### config.mk
export PLATFORM = sky130hd
export DESIGN_NAME = tdm_demux_1to4
export DESIGN_NICKNAME = d
export VERILOG_FILES = /design/src/rtl/tdm_demux_1to4.sv
export SDC_FILE = /design/constraint.sdc
export NUM_CORES = 1
export LEC_CHECK = 0
export CORE_MARGIN = 2
export CORE_UTILIZATION = 39
export CTS_CLUSTER_DIAMETER = 50
export DETAILED_ROUTE_END_ITERATION = 8
export GPL_TIMING_DRIVEN = 1
export PLACE_DENSITY = 0.65
export SLEW_MARGIN = 25
export SYNTH_ARGS = -nofsm -noshare
export SYNTH_HDL_FRONTEND = slang
export SYNTH_SLANG_ARGS = --single-unit
### constraint.sdc
create_clock -name clk -period 1.9 [get_ports clk]
set_input_delay 0.285 -clock clk [delete_from_list [all_inputs] [get_ports clk]]
set_output_delay 0.285 -clock clk [all_outputs]
set_load 0.03 [all_outputs]
### src/rtl/tdm_demux_1to4.sv
// Serial TDM demultiplexer, 1 stream -> 4 channels.
// Aligns to a frame-sync marker on slot 0 bit 0, deserializes each SLOT_BITS-wide slot
// (MSB first) into its own registered channel output and pulses the matching y_valid bit.
// A flywheel tolerates up to MISS_LIMIT-1 consecutive missing syncs before dropping lock.
//
// Ports:
//   clk        - system clock, rising edge
//   rst        - synchronous reset, active-high
//   din        - serial data bit
//   din_valid  - qualifies din and frame_sync
//   frame_sync - marks bit 0 of slot 0
//   y0..y3     - registered slot data per channel
//   y_valid    - one-cycle pulse, bit k marks new data on yk
//   locked     - high while frame alignment is held
//   sync_err   - one-cycle pulse on a misplaced or missing sync
module tdm_demux_1to4 #(
    parameter int unsigned SLOT_BITS  = 8,
    parameter int unsigned MISS_LIMIT = 2
) (
    input  logic                 clk,
    input  logic                 rst,
    input  logic                 din,
    input  logic                 din_valid,
    input  logic                 frame_sync,
    output logic [SLOT_BITS-1:0] y0,
    output logic [SLOT_BITS-1:0] y1,
    output logic [SLOT_BITS-1:0] y2,
    output logic [SLOT_BITS-1:0] y3,
    output logic [3:0]           y_valid,
    output logic                 locked,
    output logic                 sync_err
);

    localparam int unsigned BitW = $clog2(SLOT_BITS);

    typedef enum logic {
        StHunt,
        StLocked
    } state_e;

    state_e                      state_q, state_d;
    logic [BitW-1:0]             bit_cnt_q, bit_cnt_d;
    logic [1:0]                  slot_q, slot_d;
    logic [SLOT_BITS-1:0]        shift_q, shift_d;
    logic [2:0]                  miss_q, miss_d;
    logic [3:0][SLOT_BITS-1:0]   y_q, y_d;
    logic [3:0]                  y_valid_q, y_valid_d;
    logic                        sync_err_q, sync_err_d;

    logic [SLOT_BITS-1:0]        shift_in;
    logic [2:0]                  miss_inc;
    logic                        at_sync_pos;
    logic                        last_bit;

    assign shift_in    = {shift_q[SLOT_BITS-2:0], din};
    assign miss_inc    = miss_q + 3'd1;
    assign at_sync_pos = (slot_q == 2'd0) && (bit_cnt_q == '0);
    assign last_bit    = (bit_cnt_q == BitW'(SLOT_BITS - 1));

    always_comb begin
        state_d    = state_q;
        bit_cnt_d  = bit_cnt_q;
        slot_d     = slot_q;
        shift_d    = shift_q;
        miss_d     = miss_q;
        y_d        = y_q;
        y_valid_d  = 4'b0000;
        sync_err_d = 1'b0;

        if (din_valid) begin
            case (state_q)
                StHunt: begin
                    if (frame_sync) begin
                        // Sync bit is slot 0 bit 0 of the new frame.
                        state_d   = StLocked;
                        shift_d   = shift_in;
                        bit_cnt_d = BitW'(1);
                        slot_d    = 2'd0;
                        miss_d    = 3'd0;
                    end
                end
                StLocked: begin
                    if (at_sync_pos) begin
                        if (frame_sync) begin
                            miss_d    = 3'd0;
                            shift_d   = shift_in;
                            bit_cnt_d = BitW'(1);
                        end else begin
                            sync_err_d = 1'b1;
                            if (miss_inc >= 3'(MISS_LIMIT)) begin
                                // Lock lost: this bit is dropped and alignment restarts.
                                state_d   = StHunt;
                                miss_d    = 3'd0;
                                bit_cnt_d = '0;
                                slot_d    = 2'd0;
                            end else begin
                                // Flywheel: keep decoding at the predicted alignment.
                                miss_d    = miss_inc;
                                shift_d   = shift_in;
                                bit_cnt_d = BitW'(1);
                            end
                        end
                    end else if (frame_sync) begin
                        // Misplaced sync: realign on it, partial slot is abandoned.
                        sync_err_d = 1'b1;
                        shift_d    = shift_in;
                        bit_cnt_d  = BitW'(1);
                        slot_d     = 2'd0;
                        miss_d     = 3'd0;
                    end else begin
                        shift_d = shift_in;
                        if (last_bit) begin
                            y_d[slot_q]       = shift_in;
                            y_valid_d[slot_q] = 1'b1;
                            bit_cnt_d         = '0;
                            slot_d            = slot_q + 2'd1;
                        end else begin
                            bit_cnt_d = bit_cnt_q + BitW'(1);
                        end
                    end
                end
                default: state_d = StHunt;
            endcase
        end
    end

    always_ff @(posedge clk) begin
        if (rst) begin
            state_q    <= StHunt;
            bit_cnt_q  <= '0;
            slot_q     <= 2'd0;
            shift_q    <= '0;
            miss_q     <= 3'd0;
            y_q        <= '0;
            y_valid_q  <= 4'b0000;
            sync_err_q <= 1'b0;
        end else begin
            state_q    <= state_d;
            bit_cnt_q  <= bit_cnt_d;
            slot_q     <= slot_d;
            shift_q    <= shift_d;
            miss_q     <= miss_d;
            y_q        <= y_d;
            y_valid_q  <= y_valid_d;
            sync_err_q <= sync_err_d;
        end
    end

    assign y0       = y_q[0];
    assign y1       = y_q[1];
    assign y2       = y_q[2];
    assign y3       = y_q[3];
    assign y_valid  = y_valid_q;
    assign sync_err = sync_err_q;
    assign locked   = (state_q == StLocked);

endmodule

==> out/results.ini <==
[outcome]
status=completed

[placed_design]
gp_congestion=0.787
dp_cells=367
dpl.hpwl_um=3400
portBuffers=42

[synth]
synth_common_cells=dfxtp_1, a21oi_1, nand2_1, nand3_1, nor2_1
ys_seq_area_share_pct=48.2
syn_nets=274
synth.top_cell.area_share_pct=48.2
synth_top_area_cell=dfxtp_1
synth_cell_types=34
synth_edf_count=0
synthArstFlopShare_pct=0
syn-instance-count=259
synth.avg_cell_area_um2=8.50
synth_most_common_cell=dfxtp_1
ys_warn_count=0
synth_area_leaders=dfxtp_1, a21oi_1, nand3_1
synth-main-ff-cell=dfxtp_1
synth-seq-cells=53
syn-cell-area_mm2=0.00220

[floorplanning]
core_area_mm2=0.00547
die_w_um=79.1
ios=43
fp-row-count=27
die-area_mm2=0.00626
dieHeight_um=79.1
initial_core_util_pct=40.2

[layout]
syn2layout_area_growth_pct=38.1
nets=326
fin_util_pct=55.6
final_cell_count_no_fill=384
drive_above_1_share_pct=17.6
diodes=0

[timing]
setup_viol=0
hold_viol=0
maxSlewViolCount=0
skew_ns=0.00512
slew_headroom_pct=73.7
post-route-period-util_pct=95.3
tightest_slew_ns=0.395
fmax_mhz=552
period_needed_ns=1.81

[power_and_ir_drop]
pwr-share-comb_pct=6.9
p_leak_nw=1.08
switchingPower_w=0.000451
peakVddDrop_mv=0.339
internal-power_w=0.00143
p_per_area_mw_per_mm2=619
clkPwrFrac_pct=33.2
p_seq_share_pct=59.9
p_sw_share_pct=24.0

[global_routing]
grtUsageTotal_pct=16.4
gr-total-overflow=0
met3_usage_pct=3.98
use_met1_pct=22.7
grt_max_degree=44
grt_pass1_wl_um=8250
busiest_layer=met2
met2_usage_pct=25.8
grt_antenna_before_repair=0
grt_pass1_vias=1723

[detailed_routing]
drt_iter0_drc=152
remaining_drc_errors=0
vias=1941
routed_via_density=5.05
ant_nets=0
avgRoutedWirePerCell_um=13.3
first_pass_iters=4
routed_wl_um=5120

[setup_path]
cp_data_required_time_ns=2.13
rr_endpoint=y0[3]
slowest_stage=dfxtp_2
startpoint=slot_q[1]
crit_family=simple AND/OR/NAND/NOR gates
crit_top_cell=inv_2
path_cells=inv_2 -> ha_2 -> and3b_2 -> inv_2 -> ha_4 -> and4_4 -> buf_12 -> buf_8 -> nand3_2 -> a21oi_1
worstSetupEndpointType=flop
max_stage_delay_ns=0.35
crit_path_max_fanout=8
arrival_ns=2.04
r2r-start=slot_q[1]
crit_type=flop to flop
critPathBufInv=4
startpoint_type=flop
r2r_slack_ns=0.09
critical_path_cell_count=10
crit_end=y0[3]
r2r_cells=10

[clocking]
cts_tree=built
clockRootBuffer=clkbuf_8
cts_made_buffers=5
clk_path_buf_depth=2
clkLatencyLatePin_ns=0.30
clk_pin_slew_ns=0.09
ctsHoldBuffers=0
cts_max_level=2
clkSinkCount=53

[job]
cap_viol_max_count=0

[min_path]
hold_path.class=input pin to flop

cell usage in the layout (no fill, tap or decap), drive strengths merged, types with 2 or more instances in the layout:
master / count
a22oi: 2
nand3: 40
o21ai: 9
nand2b: 2
inv: 8
a21oi: 40
dfxtp: 53
nand2: 40
ha: 10
mux2i: 2
nor2b: 2
and2: 2
clkdlybuf4s50: 40
clkinvlp: 2
and4: 2
nor2: 13
clkbuf: 9
buf: 20
flip-flops by register name, indices dropped and copies added, names as in the netlist:
register and cells:
sync_err 1, y1 8, y_valid 4, bit_cnt_q 3, slot_q 2, y3 8, shift_q 7, locked 1
y2 8, y0 8, miss_q 3
metal layers:
metal | share of wire (%) | up-vias
li1 | - | 994
met1 | 48 | 886
met2 | 46 | 59
met3 | 5.1 | 2
met4 | 0.47 | 0
met5 | 0 | -
final cells by class:
type,count,area [um2]
Multi-Input combinational cell,179,1090
Inverter,8,30.0
Sequential cell,53,1070
Fill cell,514,2430
Clock buffer,6,72.6
Timing Repair Buffer,64,676
Tap cell,72,90.1
Clock inverter,2,15.0
power by group through the flow:
stage	clock (W)	combinational [W]	sequential, W
finish	0.000625	0.000130	0.00113
floorplan	0	0.0000754	0.00115
CTS	0.000648	0.000121	0.00113
global route	0.000687	0.000143	0.00113
global placement	0	0.000120	0.00115
detailed placement	0	0.000120	0.00115
worst min path at each step:
stage	cells past startpoint	start	to
3_3_place_gp	2	y1[0]	y1[0]
5_1_grt	2	rst	miss_q[0]
4_1_cts	2	rst	miss_q[0]
3_5_place_dp	2	y1[1]	y1[1]
6_report	2	rst	miss_q[0]
2_1_floorplan	2	din	y0[0]
what timing repair did:
action | in CTS | in global routing
setup endpoints to repair | 32 | 37
buffers inserted | 0 | 6
hold endpoints to repair | 0 | 0
resized for setup | 1 | 26
pin swaps | 0 | 4
cloned | 0 | 3
stage by stage:
step	hold slack (ns)	instance area (um2)	power (W)	worst slack, ns	setup TNS (ns)
after floorplan	0.433	2200	0.00123	0.0265	0
after global placement	0.446	2740	0.00127	-0.0146	-0.135
after detailed placement	0.446	2740	0.00127	-0.0780	-1.55
after CTS	0.315	2830	0.00189	-0.0399	-0.693
after global routing	0.320	3040	0.00196	-0.0338	-0.212
final	0.323	3040	0.00188	0.0895	0
worst reg2reg max path, cell delays in order (launching register included):
cell	delay [ns]
dfxtp_2	0.35
inv_2	0.04
ha_2	0.17
and3b_2	0.24
inv_2	0.08
ha_4	0.11
and4_4	0.28
buf_12	0.14
buf_8	0.12
nand3_2	0.07
a21oi_1	0.16
cell families after synthesis:
family	synth area share, %
AND/OR/NAND/NOR	23.0
buffers and inverters	5.34
XOR/XNOR	0.739
multiplexers	0.909
adder cells (fa/ha/maj)	5.68
AO/OA/AOI/OAI	16.1
flip-flops	48.2
Note: power is estimated with default switching activity, not from simulation.
